`src/rtl/dnn_pkg.sv`:
```
// Shared numeric constants for the PE datapath (dot product, ReLU, requantise).
// Also provides the minimum accumulator width needed to sum a vector without overflow.
package dnn_pkg;

  localparam int INT8_W  = 8;
  localparam int ACC16_W = 16;

  localparam logic signed [ACC16_W-1:0] INT16_MAX = 16'sh7FFF;
  localparam logic signed [ACC16_W-1:0] INT16_MIN = 16'sh8000;

  // Product bits, plus growth over vec_len terms, plus headroom for the bias.
  function automatic int min_acc_width(input int w_in, input int vec_len);
    return (32'sd2 * w_in) + $clog2(vec_len) + 32'sd2;
  endfunction

endpackage

```
`src/rtl/sat_narrow.sv`:
```
// Combinational signed clamp from IN_W bits down to OUT_W bits.
// Shared by the dot-product output and the requantisation stage.
module sat_narrow #(
  parameter int IN_W  = 24,
  parameter int OUT_W = 16
) (
  input  logic [IN_W-1:0]  din,
  output logic [OUT_W-1:0] dout
);

  localparam logic [IN_W-1:0] MAX_IN = {{(IN_W-OUT_W+1){1'b0}}, {(OUT_W-1){1'b1}}};
  localparam logic [IN_W-1:0] MIN_IN = {{(IN_W-OUT_W+1){1'b1}}, {(OUT_W-1){1'b0}}};

  // clamp to the representable OUT_W signed range
  always_comb begin
    if ($signed(din) > $signed(MAX_IN)) begin
      dout = MAX_IN[OUT_W-1:0];
    end else if ($signed(din) < $signed(MIN_IN)) begin
      dout = MIN_IN[OUT_W-1:0];
    end else begin
      dout = din[OUT_W-1:0];
    end
  end

endmodule

```
`src/rtl/dot_product_acc.sv`:
```
// Two-stage int8 multiply-accumulate over VEC_LEN elements plus bias.
// Emits one saturated WIDTH_OUT result with a single-cycle valid pulse per vector.
module dot_product_acc
  import dnn_pkg::*;
#(
  parameter int WIDTH_IN  = INT8_W,
  parameter int WIDTH_OUT = ACC16_W,
  parameter int VEC_LEN   = 9,
  parameter int ACC_WIDTH = 24
) (
  input  logic                 clk,
  input  logic                 rst,
  input  logic                 valid_in,
  input  logic [WIDTH_IN-1:0]  act_in,
  input  logic [WIDTH_IN-1:0]  wgt_in,
  input  logic [WIDTH_OUT-1:0] bias_in,
  output logic [WIDTH_OUT-1:0] data_out,
  output logic                 valid_out,
  output logic                 busy
);

  localparam int PROD_W = 2 * WIDTH_IN;
  localparam int CNT_W  = $clog2(VEC_LEN);
  localparam logic [CNT_W-1:0] CNT_LAST = CNT_W'(VEC_LEN - 1);

  if (ACC_WIDTH < min_acc_width(WIDTH_IN, VEC_LEN)) begin : g_acc_width_check
    $error("dot_product_acc: ACC_WIDTH too small for WIDTH_IN/VEC_LEN");
  end

  logic [CNT_W-1:0]     cnt_r;
  logic                 p_valid_r;
  logic                 p_first_r;
  logic                 p_last_r;
  logic [PROD_W-1:0]    prod_r;
  logic [WIDTH_OUT-1:0] bias_r;
  logic [ACC_WIDTH-1:0] acc_r;
  logic                 open_r;

  logic [PROD_W-1:0]    prod_s;
  logic [ACC_WIDTH-1:0] prod_ext_s;
  logic [ACC_WIDTH-1:0] bias_ext_s;
  logic [ACC_WIDTH-1:0] acc_next_s;
  logic [WIDTH_OUT-1:0] sat_s;

  // Low PROD_W bits of the product of sign-extended operands equal the signed product.
  assign prod_s = {{WIDTH_IN{act_in[WIDTH_IN-1]}}, act_in} *
                  {{WIDTH_IN{wgt_in[WIDTH_IN-1]}}, wgt_in};

  // element counter, wraps after the last element of a vector
  always_ff @(posedge clk) begin
    if (rst) begin
      cnt_r <= {CNT_W{1'b0}};
    end else if (valid_in) begin
      cnt_r <= (cnt_r == CNT_LAST) ? {CNT_W{1'b0}} : cnt_r + CNT_W'(1);
    end
  end

  // stage 1: register product, position flags and (for element 0) the bias
  always_ff @(posedge clk) begin
    if (rst) begin
      p_valid_r <= 1'b0;
      p_first_r <= 1'b0;
      p_last_r  <= 1'b0;
      prod_r    <= {PROD_W{1'b0}};
      bias_r    <= {WIDTH_OUT{1'b0}};
    end else begin
      p_valid_r <= valid_in;
      if (valid_in) begin
        prod_r    <= prod_s;
        p_first_r <= (cnt_r == {CNT_W{1'b0}});
        p_last_r  <= (cnt_r == CNT_LAST);
        if (cnt_r == {CNT_W{1'b0}}) begin
          bias_r <= bias_in;
        end
      end
    end
  end

  // next accumulator value; element 0 restarts from the bias, so no clear cycle is needed
  always_comb begin
    prod_ext_s = {{(ACC_WIDTH-PROD_W){prod_r[PROD_W-1]}}, prod_r};
    bias_ext_s = {{(ACC_WIDTH-WIDTH_OUT){bias_r[WIDTH_OUT-1]}}, bias_r};
    if (p_first_r) begin
      acc_next_s = bias_ext_s + prod_ext_s;
    end else begin
      acc_next_s = acc_r + prod_ext_s;
    end
  end

  sat_narrow #(
    .IN_W  (ACC_WIDTH),
    .OUT_W (WIDTH_OUT)
  ) u_sat (
    .din  (acc_next_s),
    .dout (sat_s)
  );

  // stage 2: accumulate and publish the clamped sum on the last element
  always_ff @(posedge clk) begin
    if (rst) begin
      acc_r     <= {ACC_WIDTH{1'b0}};
      open_r    <= 1'b0;
      data_out  <= {WIDTH_OUT{1'b0}};
      valid_out <= 1'b0;
    end else begin
      valid_out <= 1'b0;
      if (p_valid_r) begin
        acc_r  <= acc_next_s;
        open_r <= ~p_last_r;
        if (p_last_r) begin
          data_out  <= sat_s;
          valid_out <= 1'b1;
        end
      end
    end
  end

  assign busy = (cnt_r != {CNT_W{1'b0}}) | p_valid_r | open_r;

endmodule

```
`config.mk`:
```
export PLATFORM = sky130hd
export DESIGN_NAME = dot_product_acc
export DESIGN_NICKNAME = d
export VERILOG_FILES = /design/src/rtl/dnn_pkg.sv /design/src/rtl/sat_narrow.sv /design/src/rtl/dot_product_acc.sv
export SDC_FILE = /design/constraint.sdc
export NUM_CORES = 1
export LEC_CHECK = 0
export CORE_MARGIN = 2
export CORE_UTILIZATION = 55
export DETAILED_ROUTE_END_ITERATION = 8
export PLACE_DENSITY = 0.89
export SETUP_SLACK_MARGIN = 0.05
export SYNTH_ARGS = -nofsm -noshare
export SYNTH_HDL_FRONTEND = slang
export SYNTH_HIERARCHICAL = 1
export SYNTH_SLANG_ARGS = --single-unit
export TNS_END_PERCENT = 20
```
`constraint.sdc`:
```
create_clock -name clk -period 5.2 [get_ports clk]
set_clock_uncertainty 0.15 [all_clocks]
set_input_delay 1.04 -clock clk [delete_from_list [all_inputs] [get_ports clk]]
set_output_delay 1.04 -clock clk [all_outputs]
set_load 0.02 [all_outputs]
```
==> results of run 1 <==
-- how the worst max path moves through the flow --
stage	to	slack [ns]	cells after the start
CTS	prod_r[12]	0.04	19
global route	prod_r[15]	-0.01	18
global placement	prod_r[15]	-0.50	19
floorplan	prod_r[15]	0.05	16
detailed placement	prod_r[15]	-0.59	18
finish	prod_r[15]	0.16	18
-- placed cells by master, fill, tap and decap left out, types with 12 or more instances in the layout --
master           count
inv_1              102
nand2_1             88
dfxtp_1             81
nor2_1              69
ha_1                59
a21oi_1             56
fa_1                55
buf_4               47
and2_1              43
clkdlybuf4s50_1     35
xnor2_1             27
mux2i_1             27
nand3_1             25
o21ai_0             22
a22o_1              16
a211oi_1            14
nand2b_1            14
xor2_1              13
a2bb2oi_1           12
-- worst max-delay path, stage by stage --
cell           delay, ns
dlygate4sd2_1       0.26
buf_4               0.16
and2_1              0.15
fa_1                0.47
inv_1               0.05
fa_1                0.50
inv_1               0.06
fa_1                0.54
inv_1               0.06
fa_1                0.52
inv_1               0.06
ha_4                0.24
and3_1              0.18
a211oi_2            0.29
o21bai_1            0.12
a21oi_2             0.16
xnor2_1             0.07
a211oi_1            0.21
-- power by group through the flow --
| stage | Sequential, mW | Combinational [mW] | Clock (mW) |
|---|---|---|---|
| 2_1_floorplan | 0.738 | 1.53 | 0 |
| 4_1_cts | 0.755 | 2.22 | 0.705 |
| 6_report | 0.758 | 2.41 | 0.707 |
| 3_5_place_dp | 0.765 | 2.07 | 0 |
| 5_1_grt | 0.763 | 2.67 | 0.733 |
| 3_3_place_gp | 0.763 | 1.98 | 0 |
-- sequential cells by signal, indices dropped and copies added, names as in the netlist --
register   flops
data_out      16
open_r         1
acc_r         24
p_last_r       1
prod_r        16
valid_out      1
bias_r        16
p_valid_r      1
cnt_r          4
p_first_r      1
-- kinds of logic (layout without fill, tap and decap cells) --
group | count (synthesis) | count (layout) | synth area share (%)
AO/OA/AOI/OAI | 219 | 219 | 19.9
XOR/XNOR | 40 | 40 | 4.46
adder cells (fa/ha/maj) | 127 | 127 | 25.7
buffers and inverters | 144 | 230 | 7.20
flip-flops | 81 | 81 | 20.6
multiplexers | 31 | 31 | 4.01
AND/OR/NAND/NOR | 291 | 291 | 18.1
-- cell usage after synthesis (13+ instances only) --
library cell / n / area share (%)
a211oi_1: 15 / 1.4
and2_1: 47 / 3.7
dfxtp_1: 81 / 21
inv_1: 107 / 5.1
fa_1: 57 / 15
nand2b_1: 15 / 1.2
nor2_1: 69 / 3.3
nand2_1: 89 / 4.3
xor2_1: 13 / 1.4
mux2i_1: 27 / 3.4
o21ai_0: 22 / 1.4
xnor2_1: 27 / 3.0
ha_1: 70 / 11
nand3_1: 25 / 1.6
clkbuf_1: 25 / 1.2
a22o_1: 16 / 1.8
a21oi_1: 60 / 3.8
-- per-layer routing --
| metal | vias up | GRT usage (%) | wire (µm) | part of all wire, % |
|---|---|---|---|---|
| met3 | 61 | 3.83 | 1010 | 5.1 |
| met1 | 3336 | 31.0 | 7970 | 41 |
| li1 | 3365 | - | - | - |
| met5 | - | 0 | 27 | 0.14 |
| met2 | 221 | 47.0 | 9960 | 51 |
| met4 | 4 | 10.7 | 624 | 3.2 |
-- area by class of cell --
class	count	area, µm²	share of cell area, %
clock buffer	13	270	2.88
clock inverter	2	60.1	0.639
inverter	108	408	4.34
multi-input combinational	708	5880	62.6
sequential	81	1620	17.3
tap	180	225	2.40
timing repair buffer	107	933	9.93
-- stage by stage --
step / instances / util (%)
finish: 1199 / 67.4
floorplan: 933 / -
detailed placement: 1181 / 63.4
global placement: 1181 / 63.4
global route: 1199 / 67.4
CTS: 1198 / 66.6
-- timing repair --
| action | in CTS | in global routing |
|---|---|---|
| pin swaps | 18 | 21 |
| setup buffers | 2 | 1 |
| hold endpoints to repair | 0 | 0 |
| setup endpoints to repair | 4 | 5 |
| resized for setup | 34 | 40 |
| cloned | 0 | 0 |
==> results.json, run 1 <==
{
  "track_usage_pct": 26.1,
  "die_height_um": 124,
  "synth_cell_types": 63,
  "drv_slew": 0,
  "placed_area_um2": 8830,
  "leakagePower_nw": 4.30,
  "max_freq_mhz": 198,
  "hold_class": "reg2reg",
  "end_kind": "flop",
  "cts_buffers": 9,
  "htreeDepth": 3,
  "max-cap-violations": 0,
  "cts_tree": "yes",
  "antennaDiodeCount": 0,
  "avgViaCountPerCell": 5.83,
  "synthCells": 933,
  "hold_buffers": 0,
  "gp_congestion": 0.968,
  "drc": 0,
  "core_area_um2": 13900,
  "fin_crit_sh_pct": 96.9,
  "power.density_nw_per_um2": 413,
  "rsz0062_at_grt": "yes",
  "design_area_um2": 9400,
  "wl_mm": 19.6,
  "grt_pass1_vias": 6942,
  "holdPathStages": 1,
  "die_w_um": 124,
  "worstReg2RegEnd": "data_out[12]",
  "yosys_warnings": 6,
  "avgSynthCellArea_um2": 8.42,
  "rows": 43,
  "r2r_cells": 15,
  "p_total_mw": 3.88,
  "clk_pin_slew_ns": 0.06,
  "synth_seq_cells": 81,
  "synth_area_um2": 7860,
  "ys_async_sr_fraction_pct": 0,
  "seq_area_frac_synth_pct": 20.6,
  "grt_antenna_before_repair": 2,
  "crit_required_ns": 5.31,
  "io_pins": 53,
  "whs_ns": 0.304,
  "power_frac_clock_pct": 18.2,
  "grt_max_degree": 63,
  "hold_end": "open_r",
  "synth-edff-count": 0,
  "setup_violations": 0,
  "power_switching_mw": 1.60,
  "p_sw_share_pct": 41.2,
  "outcome": "finished clean",
  "preCtsSetupSlack_ns": -0.590,
  "first_pass_iters": 5,
  "clock_latency_ns": 0.35,
  "worstPathMaxFanout": 7,
  "dp_hpwl_mm": 14.4,
  "hp-start": "open_r",
  "rr_startpoint": "prod_r[0]",
  "drtIter0Drc": 414,
  "yosys_most_used_dff": "dfxtp_1",
  "num_vias": 6987,
  "seqPwrFrac_pct": 19.5,
  "setup_ws_ns": 0.160,
  "max_slew_margin_pct": 23.1,
  "crit_start": "wgt_in[5]",
  "worst_pin_slew_ns": 1.15,
  "areaGrowthSynthToFinish_pct": 19.6,
  "drive_gt1_share_pct": 12.4,
  "start_kind": "primary input",
  "cts-root-buf": "clkbuf_16",
  "initial_core_util_pct": 56.4,
  "intPower_mw": 2.28,
  "hold_violations": 0,
  "final_antenna_net_count": 0,
  "portBuffers": 52,
  "r2r_setup_slack_ns": 0.88,
  "path_class": "in2reg",
  "period_minus_slack_ns": 5.04,
  "post_drt_wl_per_cell_um": 16.3,
  "cts.sinks": 81,
  "fin_nets": 1177,
  "grt_pass1_wl_mm": 31.7,
  "synth_nets": 1095,
  "power_frac_comb_pct": 62.2,
  "tns_ns": 0,
  "vdd_drop_max_uv": 221,
  "die-area_um2": 15300,
  "grt_overflow": 0,
  "cts_buffer_depth": 2,
  "nFillCells": 1053,
  "arrival_ns": 5.15
}
Power figures use the tool's default switching activity.
==> inputs of run 2 (changes only) <==
- PLACE_DENSITY: 0.89 -> 0.86
- SETUP_SLACK_MARGIN: 0.05 -> 0.3
- clock period: 5.2 -> 6.5 ns (I/O delays scaled with it)
==> results.json, run 2 (same netlist as run 1, synthesis figures left out) <==
{
  "crit_required_ns": 6.61,
  "r2r_setup_slack_ns": 2.27,
  "final_cell_mix": "inv_1 (107), nand2_1 (89), dfxtp_1 (81)",
  "setup_violations": 0,
  "hold_end": "bias_r[9]",
  "setup_ws_ns": 0.599,
  "rows": 43,
  "hold_buffers": 0,
  "start_kind": "primary input",
  "die-area_um2": 15300,
  "die_height_um": 124,
  "wl_mm": 17.6,
  "largest_reg_flops": 24,
  "die_w_um": 124,
  "tns_ns": 0,
  "cts_buffer_depth": 2,
  "antennaDiodeCount": 0,
  "cts_tree": "yes",
  "grt_antenna_before_repair": 0,
  "num_vias": 6583,
  "avgViaCountPerCell": 5.72,
  "grt_pass1_wl_mm": 29.8,
  "postCtsSetupBuffers": 0,
  "initial_core_util_pct": 56.4,
  "rsz0062_at_grt": "no",
  "dp_hpwl_mm": 13.6,
  "vdd_drop_max_uv": 170,
  "drive_gt1_share_pct": 3.92,
  "regMostFlops": "acc_r",
  "max_freq_mhz": 169,
  "clk_pin_slew_ns": 0.06,
  "r2r_cells": 15,
  "grt_pass1_vias": 6415,
  "cts.sinks": 81,
  "power.density_nw_per_um2": 295,
  "hp-start": "bias_r[9]",
  "drtIter0Drc": 398,
  "grt_max_degree": 65,
  "first_pass_iters": 5,
  "cp_slowest_cell": "fa_1",
  "drc": 0,
  "p_total_mw": 2.59,
  "preCtsSetupSlack_ns": 0.132,
  "post_drt_wl_per_cell_um": 15.3,
  "max_slew_margin_pct": 53.3,
  "track_usage_pct": 24.5,
  "design_area_um2": 8770,
  "path_class": "in2reg",
  "outcome": "finished clean",
  "core_area_um2": 13900,
  "arrival_ns": 6.01,
  "portBuffers": 52,
  "worstPathMaxFanout": 8,
  "critical_path.max_stage_delay_ns": 0.63,
  "hold_class": "reg2reg",
  "final_common_cell": "inv_1",
  "grt_overflow": 0,
  "fin_nets": 1128,
  "cts_buffers": 9,
  "worst_pin_slew_ns": 0.701,
  "drv_slew": 0,
  "end_kind": "flop",
  "fin_crit_sh_pct": 90.8,
  "gp_congestion": 0.963,
  "period_minus_slack_ns": 5.90,
  "max-cap-violations": 0,
  "path_cells": "clkdlybuf4s50_1, and2_1, fa_1, inv_1, fa_1, inv_1, fa_1, inv_1, fa_1, inv_1, ha_1, and3_1, a211oi_2, o21bai_1, a21oi_1, xnor2_1, a211oi_1",
  "io_pins": 53,
  "holdPathStages": 2,
  "rr_startpoint": "prod_r[0]",
  "placed_area_um2": 8480,
  "cts-root-buf": "clkbuf_16",
  "clock_latency_ns": 0.34,
  "utilization_pct": 62.9,
  "hold_violations": 0,
  "htreeDepth": 3,
  "worstReg2RegEnd": "data_out[9]",
  "ctsResizeCount": 0,
  "leakagePower_nw": 4.02,
  "final_antenna_net_count": 0,
  "areaGrowthSynthToFinish_pct": 11.6
}
==> run 2: cell count changes in the layout (fill, tap and decap cells not counted), moves of 4 or more <==
cell / delta
inv_1: +5
and2_1: +4
and2_4: -4
buf_4: -41
dlygate4sd2_1: -4
ha_4: -10
buf_6: -8
clkbuf_2: -6
clkdlybuf4s50_1: +12
inv_2: -4
ha_1: +11
a21oi_1: +4
==> run 2: final cells by class <==
cell class,count,area (µm²)
Multi-Input combinational cell,708,5670
Fill cell,1171,5170
Sequential cell,81,1620
Timing Repair Buffer,58,571
Inverter,108,405
Clock buffer,10,239
Tap cell,180,225
Clock inverter,5,32.5
==> run 2: routing by layer <==
layer	up-vias	track usage (%)	wire, µm
met4	0	8.10	263
met2	161	42.2	8550
met3	23	2.03	653
met5	-	0	0
li1	3275	-	-
met1	3124	32.5	8150
==> run 2: worst max path at each step <==
stage	start	to	slack, ns	cells past startpoint
after floorplan	wgt_in[3]	prod_r[15]	0.99	16
after CTS	wgt_in[3]	prod_r[15]	0.50	17
after detailed placement	wgt_in[3]	prod_r[15]	0.13	17
final	wgt_in[4]	prod_r[15]	0.60	17
after global placement	wgt_in[3]	prod_r[15]	0.25	17
after global routing	wgt_in[4]	prod_r[15]	0.31	19
==> run 2: per-stage QoR <==
stage / hold slack [ns] / cells
after global routing: 0.328 / 1150
final: 0.309 / 1150
after detailed placement: 0.285 / 1135
after CTS: 0.312 / 1150
after global placement: 0.280 / 1135
after floorplan: 0.270 / 933
==> run 2: critical path: cells and delay by family <==
kind | cells | cell delay (ns)
adders and majority gates | 5 | 2.59
buffers and inverters | 5 | 0.82
AOI/OAI and AO/OA | 4 | 0.75
and+or+nand+nor | 2 | 0.44
xor gates and xnor gates | 1 | 0.10
==> run 2: power breakdown <==
part           internal [mW]  switching, mW  leakage (nW)
Combinational          0.663          0.851          3.22
Clock                  0.266          0.203         0.138
Sequential             0.549         0.0564         0.662
